File: src/rtl/spike_window_classifier.sv
// spike_window_classifier: counts per-channel spikes over a fixed window, then scans for the highest-count channel.
// Ports:
//   clk_i, rst_i (async, active-high)  clock and reset
//   start_i                             opens a count window (honoured only in IDLE)
//   spike_i[NUM_CH]                     one spike bit per channel, sampled during COUNT
//   ready_i                             consumer accepts the result (honoured only in DONE)
//   busy_o                              high in COUNT, SCAN and DONE
//   counts_o                            channel c count at [c*WIDTH_P +: WIDTH_P]
//   overflow_o[NUM_CH]                  sticky per-channel saturation flags
//   valid_o, winner_o, winner_count_o, tie_o   classification result
module spike_window_classifier #(
    parameter int NUM_CH     = 10,
    parameter int WIDTH_P    = 8,
    parameter int WINDOW_LEN = 100,
    localparam int IDX_W     = (NUM_CH > 1) ? $clog2(NUM_CH) : 1
) (
    input  logic                        clk_i,
    input  logic                        rst_i,
    input  logic                        start_i,
    input  logic [NUM_CH-1:0]           spike_i,
    input  logic                        ready_i,
    output logic                        busy_o,
    output logic [NUM_CH*WIDTH_P-1:0]   counts_o,
    output logic [NUM_CH-1:0]           overflow_o,
    output logic                        valid_o,
    output logic [IDX_W-1:0]            winner_o,
    output logic [WIDTH_P-1:0]          winner_count_o,
    output logic                        tie_o
);
    localparam int WC_W = (WINDOW_LEN > 1) ? $clog2(WINDOW_LEN) : 1;
    typedef enum logic [1:0] {IDLE, COUNT, SCAN, DONE} state_t;
    state_t               state_q;
    logic [WC_W-1:0]      win_q;
    logic [IDX_W-1:0]     scan_q;
    logic [WIDTH_P-1:0]   counts_q [NUM_CH];
    logic [NUM_CH-1:0]    ovf_q;
    logic [IDX_W-1:0]     winner_q;
    logic [WIDTH_P-1:0]   max_q;
    logic                 tie_q;
    logic                 valid_q;
    logic [WIDTH_P-1:0]   cur_d;
    assign cur_d = counts_q[scan_q];
    always_ff @(posedge clk_i or posedge rst_i) begin
        if (rst_i) begin
            state_q  <= IDLE;
            win_q    <= '0;
            scan_q   <= '0;
            ovf_q    <= '0;
            winner_q <= '0;
            max_q    <= '0;
            tie_q    <= 1'b0;
            valid_q  <= 1'b0;
            for (int c = 0; c < NUM_CH; c++) counts_q[c] <= '0;
        end else begin
            case (state_q)
                IDLE: if (start_i) begin
                    state_q <= COUNT;
                    win_q   <= '0;
                    ovf_q   <= '0;
                    for (int c = 0; c < NUM_CH; c++) counts_q[c] <= '0;
                end
                COUNT: begin
                    // Saturate at all-ones and latch the sticky overflow flag instead of wrapping.
                    for (int c = 0; c < NUM_CH; c++)
                        if (spike_i[c]) begin
                            if (counts_q[c] == '1) ovf_q[c] <= 1'b1;
                            else counts_q[c] <= counts_q[c] + 1'b1;
                        end
                    win_q <= win_q + 1'b1;
                    if (win_q == WC_W'(WINDOW_LEN - 1)) begin
                        state_q <= SCAN;
                        scan_q  <= '0;
                    end
                end
                SCAN: begin
                    // Strict greater-than keeps the lowest index on ties.
                    if (scan_q == '0 || cur_d > max_q) begin
                        winner_q <= scan_q;
                        max_q    <= cur_d;
                        tie_q    <= 1'b0;
                    end else if (cur_d == max_q) begin
                        tie_q <= 1'b1;
                    end
                    scan_q <= scan_q + 1'b1;
                    if (scan_q == IDX_W'(NUM_CH - 1)) begin
                        state_q <= DONE;
                        valid_q <= 1'b1;
                    end
                end
                DONE: if (ready_i) begin
                    state_q <= IDLE;
                    valid_q <= 1'b0;
                end
                default: state_q <= IDLE;
            endcase
        end
    end
    for (genvar g = 0; g < NUM_CH; g++) begin : g_pack
        assign counts_o[g*WIDTH_P +: WIDTH_P] = counts_q[g];
    end
    assign busy_o         = state_q != IDLE;
    assign overflow_o     = ovf_q;
    assign valid_o        = valid_q;
    assign winner_o       = winner_q;
    assign winner_count_o = max_q;
    assign tie_o          = tie_q;
endmodule
File: config.mk
export PLATFORM = sky130hd
export DESIGN_NAME = spike_window_classifier
export DESIGN_NICKNAME = d
export VERILOG_FILES = /design/src/rtl/spike_window_classifier.sv
export SDC_FILE = /design/constraint.sdc
export NUM_CORES = 1
export LEC_CHECK = 0
export BUFFER_PORTS_ARGS = -buffer_cell sky130_fd_sc_hd__buf_2
export CORE_MARGIN = 3
export CORE_UTILIZATION = 40
export DETAILED_ROUTE_END_ITERATION = 7
export HOLD_SLACK_MARGIN = 0.06
export PLACE_DENSITY_LB_ADDON = 0.25
export SYNTH_ARGS = -nofsm -noshare
export SYNTH_HDL_FRONTEND = slang
export SYNTH_SLANG_ARGS = --single-unit
File: constraint.sdc
create_clock -name clk_i -period 4.53 [get_ports clk_i]
set_input_delay 0.453 -clock clk_i [delete_from_list [all_inputs] [get_ports clk_i]]
set_output_delay 0.453 -clock clk_i [all_outputs]
set_load 0.03 [all_outputs]
; After elaboration in Yosys (flattened, before gate mapping)
; Index checks and enable logic that the tools add are counted.
[totals]
ff_bits = 117
in_bits = 14
out_inout_bits = 105
word_cells = 187
[op_classes]
n_addsub = 12
n_lt_le_gt_ge = 2
n_eq_ne = 50
muxes = 61
bitwise = 1
n_reduce_logical = 34
[op_table]
columns = op, count
row1 = 2-to-1 mux 8 bit, 22
row2 = case mux 80 bit (2 select lines), 1
row3 = AND reduction 4 bit, 21
row4 = "adder 8 x 1 -> 8 bit, second input constant", 10
row5 = "== test 8 bit, second input constant", 10
row6 = 2-to-1 mux 80 bit, 1
row7 = "!= test 2 bit, second input constant", 34
row8 = binary-select mux 8 bit (select 4 bit), 1
row9 = 2-to-1 mux 1 bit, 24
row10 = case mux 10 bit (2 select lines), 1
row11 = case mux 7 bit (2 select lines), 1
row12 = 2-to-1 mux 10 bit, 1
row13 = nonzero test 2 bit, 5
row14 = == test 8 bit, 1
row15 = > comparator 8 bit, 1
row16 = 2-to-1 mux 2 bit, 4
row17 = case mux 2 bit (4 select lines), 1
row18 = case mux 4 bit (2 select lines), 1
row19 = AND reduction 2 bit, 4
row20 = "adder 7 x 1 -> 7 bit, second input constant", 1
row21 = "== test 7 bit, second input constant", 1
row22 = 2-to-1 mux 7 bit, 1
row23 = "greater-or-equal comparator 5 bit, second input constant", 1
row24 = NOT 4 -> 5 bit, 1
row25 = 10 further kinds, 11

; Longest topological paths before layout
[logic_depth]
depth_word = 8
depth_mapped = 13
mapped_depth_nobuf = 10

; Worst setup path after synthesis
; OpenSTA, ideal clock, no wires.
[synth_timing]
kind = flip-flop to flip-flop
startpoint = register scan_q[0]
endpoint = register max_q[1], in the netlist winner_count_o[1]
setup_time_ps = 125
arrival_ps = 2794
required_time_ps = 4405
path_slack_ps = 1612
path_stages_with_launch = 11
path_buffers = 2
synth_period_minus_slack_ps = 2918
cell_sequence = dfrtp_1 -> buf_4 -> mux4_1 -> o22ai_1 -> o32ai_1 -> ha_1 -> nand4_1 -> or2_2 -> o221ai_2 -> buf_6 -> mux2_2
[synth_via]
elab_chain_len = 7
word_cells_on_any_way = 8
classes_between = order compare: 1 / mux: 3 / bitwise: 1 / reduce/logical: 3
[synth_rtl]
columns = element, line_no
row1 = from (decl), 34  ; logic [IDX_W-1:0] scan_q;
row2 = from (signal assigned), 84  ; scan_q <= scan_q + 1'b1;
row3 = NOT 4 -> 5 bit (not written as such), 42  ; assign cur_d = counts_q[scan_q];
row4 = binary-select mux 8 bit (select 4 bit), 42
row5 = 2-to-1 mux 8 bit (not written as such) (2 in series), 42
row6 = net cur_d[7], 41  ; logic [WIDTH_P-1:0] cur_d;
row7 = > comparator 8 bit, 77  ; if (scan_q == '0 || cur_d > max_q) begin
row8 = logical OR 1 bit, 77
row9 = AND reduction 2 bit (no source line), --
row10 = to (signal assigned), 79  ; max_q <= cur_d;
row11 = to (decl), 38  ; logic [WIDTH_P-1:0] max_q;
; The timed path passes the listed nets, and every way through them passes these cells. The select of a mux whose other input is x is not followed.
; A chain may end at the register's enable or synchronous reset.

; Worst setup path in the final report
[layout_timing]
startpoint = register scan_q[1]
endpoint = register winner_q[3], in the netlist winner_o[3]
[layout_via]
elab_chain_len = 7
word_cells_on_any_way = 8
classes_between = order compare: 1 / mux: 3 / bitwise: 1 / reduce/logical: 3
[layout_rtl]
columns = element, line_no
row1 = NOT 4 -> 5 bit (not written as such), 42
row2 = binary-select mux 8 bit (select 4 bit), 42
row3 = 2-to-1 mux 8 bit (not written as such) (2 in series), 42
row4 = net cur_d[7], 41
row5 = > comparator 8 bit, 77
row6 = logical OR 1 bit, 77
row7 = AND reduction 2 bit (no source line), --
row8 = to (signal assigned), 78  ; winner_q <= scan_q;
row9 = to (decl), 37  ; logic [IDX_W-1:0] winner_q;
; The timed path passes the listed nets, and every way through them passes these cells. The select of a mux whose other input is x is not followed.

==> qor.csv <==
stage,metric,value,unit
cells_and_area,seqCellArea,0.00293,mm2
critical_path,cp_max_fo,15,
cells_and_area,fin_nets,853,
die,dieArea,0.0189,mm2
clock_network,cts-htree-levels,4,
power_and_ir_drop,p_leak,3.82,nW
timing,hold_viol,0,
critical_path,crit_path_end,winner_o[3],
cells_and_area,utilization,48.7,%
die,fp.dieW,137,um
logic_synthesis,syn_avg_cell_area,9.83,um2
global_routing,grt_max_degree,51,
clock_network,ctsResizeCount,0,
logic_synthesis,synth-edff-count,0,
routing,drc,0,
routing,antenna_left,0,
cells_and_area,multi_input_area,0.00366,mm2
global_routing,grt_pass1_wl,32300,um
die,core,0.0168,mm2
logic_synthesis,yosys_warnings,0,
die,initial_utilization,41.2,%
critical_path,cp-startpoint,scan_q[1],
critical_path,r2r_slack,810,ps
clock_network,root_buffer,clkbuf_16,
routing,first_pass_iters,5,
clock_network,clock_latency,420,ps
die,num_io_pins,119,
clock_network,cts_sinks,117,
logic_synthesis,ys.flop_type,dfrtp_1,
flow_run,cap_violations,0,
global_routing,first_global_vias,5582,
routing,routed_wl,20600,um
logic_synthesis,synth.distinct_cells,54,
clock_network,cts_tree,done,
critical_path,critical_path_class,flop to flop,
clock_network,cts_hold_buffers,0,
logic_synthesis,synthArstFlopShare,100,%
logic_synthesis,synth_nets,742,
critical_path,end_kind,flop,
placement,portBuffers,118,
timing,timing.clock.skew,8.51,ps
critical_path,cp-start-kind,flop,
cells_and_area,area_growth,18.1,%
global_routing,track_usage,22.5,%
routing,vias_per_cell,5.75,
timing,finalSetupTns,0,ps
clock_network,clk_pin_slew,50,ps
critical_path,required,4820,ps
timing,timing.fmax,269,MHz
timing,relSlewSlack,33.0,%
routing,vias,6003,
timing,rsz0062_at_grt,false,
power_and_ir_drop,powerDensity,582,mW/mm2
routing,wl_per_cell,19.7,um
power_and_ir_drop,vdd_drop_max,0.301,mV
die,fp-row-count,47,
cells_and_area,n_antenna_cell,0,
critical_path,regToRegStartpoint,scan_q[1],
logic_synthesis,netlist_instances,702,
timing,period_share,82.0,%
logic_synthesis,synth-seq-area-share,42.4,%
logic_synthesis,synth_area,0.00690,mm2
cells_and_area,drive_gt1_share,23.2,%
placement,place.gp.congestion,0.872,
outcome,outcome,completed,
cells_and_area,fillCellCount,1575,
die,die_height,137,um
timing,worst_pin_slew,1000,ps
hold_path,hp-class,primary input to async pin,
placement,hpwl,14600,um
critical_path,timing.rr.end,winner_o[3],
clock_network,post_cts_buffers,0,
timing,final-max-slew-violation-count,0,
clock_network,ctsLongestPathBuffers,2,
clock_network,cts_buffers,17,
global_routing,overflow,0,
routing,drt_iter0_drc,480,
global_routing,antenna_found_initial,0,
critical_path,crit_arrival,4010,ps
timing,setup_viol,0,
logic_synthesis,ys_ff_latch,117,
critical_path,r2r_cells,9,
timing,layout_min_cycle_time,3720,ps
## flip-flops by register name, summed over array words and instances, names as in the netlist, 2 cells and up
signal          count
winner_count_o      8
scan_q              4
winner_o            4
overflow_o         10
win_q               7
state_q             2
counts_o           80
## report_power, final
part | total [mW] | internal [mW] | switching [mW]
Combinational | 1.93 | 0.690 | 1.24
Sequential | 1.57 | 1.23 | 0.336
Clock | 1.25 | 0.787 | 0.463
## cells in the final DEF, fill, tap and decap left out, types with 23 or more instances in the layout
cell	synthesis	final
buf_2	5	118
dfrtp_1	117	116
nor2_1	70	69
nand2_1	63	63
a21oi_1	42	42
o21ai_0	39	39
nand3_1	32	32
xor2_1	28	28
ha_1	26	26
inv_1	25	24
nand4_1	23	23
## cells by family (layout without fill, tap and decap cells)
group / count (synthesis) / after routing / synth area share [%]
AO/OA/AOI/OAI: 161 / 161 / 16.4
XOR/XNOR: 49 / 49 / 6.22
adder cells (fa/ha/maj): 26 / 26 / 4.71
buffers and inverters: 58 / 180 / 4.62
flip-flops: 117 / 117 / 42.4
multiplexers: 42 / 42 / 8.19
AND/OR/NAND/NOR: 249 / 249 / 17.5
## Yosys cell counts, types with 14 or more instances
cell type,number,area [um2]
dfrtp_1,117,2930
nor2_1,70,263
nand2_1,63,236
a21oi_1,42,210
o21ai_0,39,195
nand3_1,32,160
xor2_1,28,245
ha_1,26,325
inv_1,25,93.8
nand4_1,23,144
xnor2_1,21,184
mux2_2,20,225
or3_1,16,100
nor3_1,15,75.1
clkbuf_1,14,52.6
## worst min path at each step
stage	depth (start not counted)	from	end	slack (ps)
4_1_cts	2	rst_i	counts_o[46]	140
3_3_place_gp	1	tie_o	tie_o	480
3_5_place_dp	1	tie_o	tie_o	480
6_report	2	rst_i	counts_o[46]	120
2_1_floorplan	1	win_q[0]	win_q[0]	490
5_1_grt	2	rst_i	counts_o[46]	180
## per-stage QoR
stage / hold WS, ps / power (mW) / cell area [um2] / std cells / worst slack [ps]
after global routing: 177 / 5.04 / 8160 / 1044 / 596
final: 122 / 4.75 / 8160 / 1044 / 815
after detailed placement: 478 / 3.51 / 7620 / 1014 / 903
after global placement: 479 / 3.49 / 7620 / 1014 / 952
after CTS: 137 / 4.77 / 8160 / 1044 / 884
after floorplan: 485 / 3.00 / 6900 / 702 / 976
## critical path: stages, from the launching register on
cell,delay (ps)
dfrtp_1,730
inv_1,190
nand2_1,260
o22ai_1,140
o32ai_1,410
ha_1,340
a211oi_1,270
o21ai_0,170
o221ai_2,660
mux2_2,410
## per-layer routing
| layer | up-vias | GRT usage (%) | wire length (um) |
|---|---|---|---|
| li1 | 2808 | - | - |
| met1 | 2941 | 32.9 | 9490 |
| met2 | 225 | 33.5 | 9290 |
| met3 | 29 | 5.15 | 1480 |
| met4 | 0 | 6.15 | 316 |
| met5 | - | 0 | 0 |
## final cells by class
type                       count  area share [%]
multi-input combinational    527            44.9
inverter                      25            1.18
sequential                   117            35.9
timing repair buffer         125            8.04
clock inverter                 5           0.614
tap                          220            3.37
clock buffer                  25            5.95
Note: power is estimated with default switching activity, not from simulation.
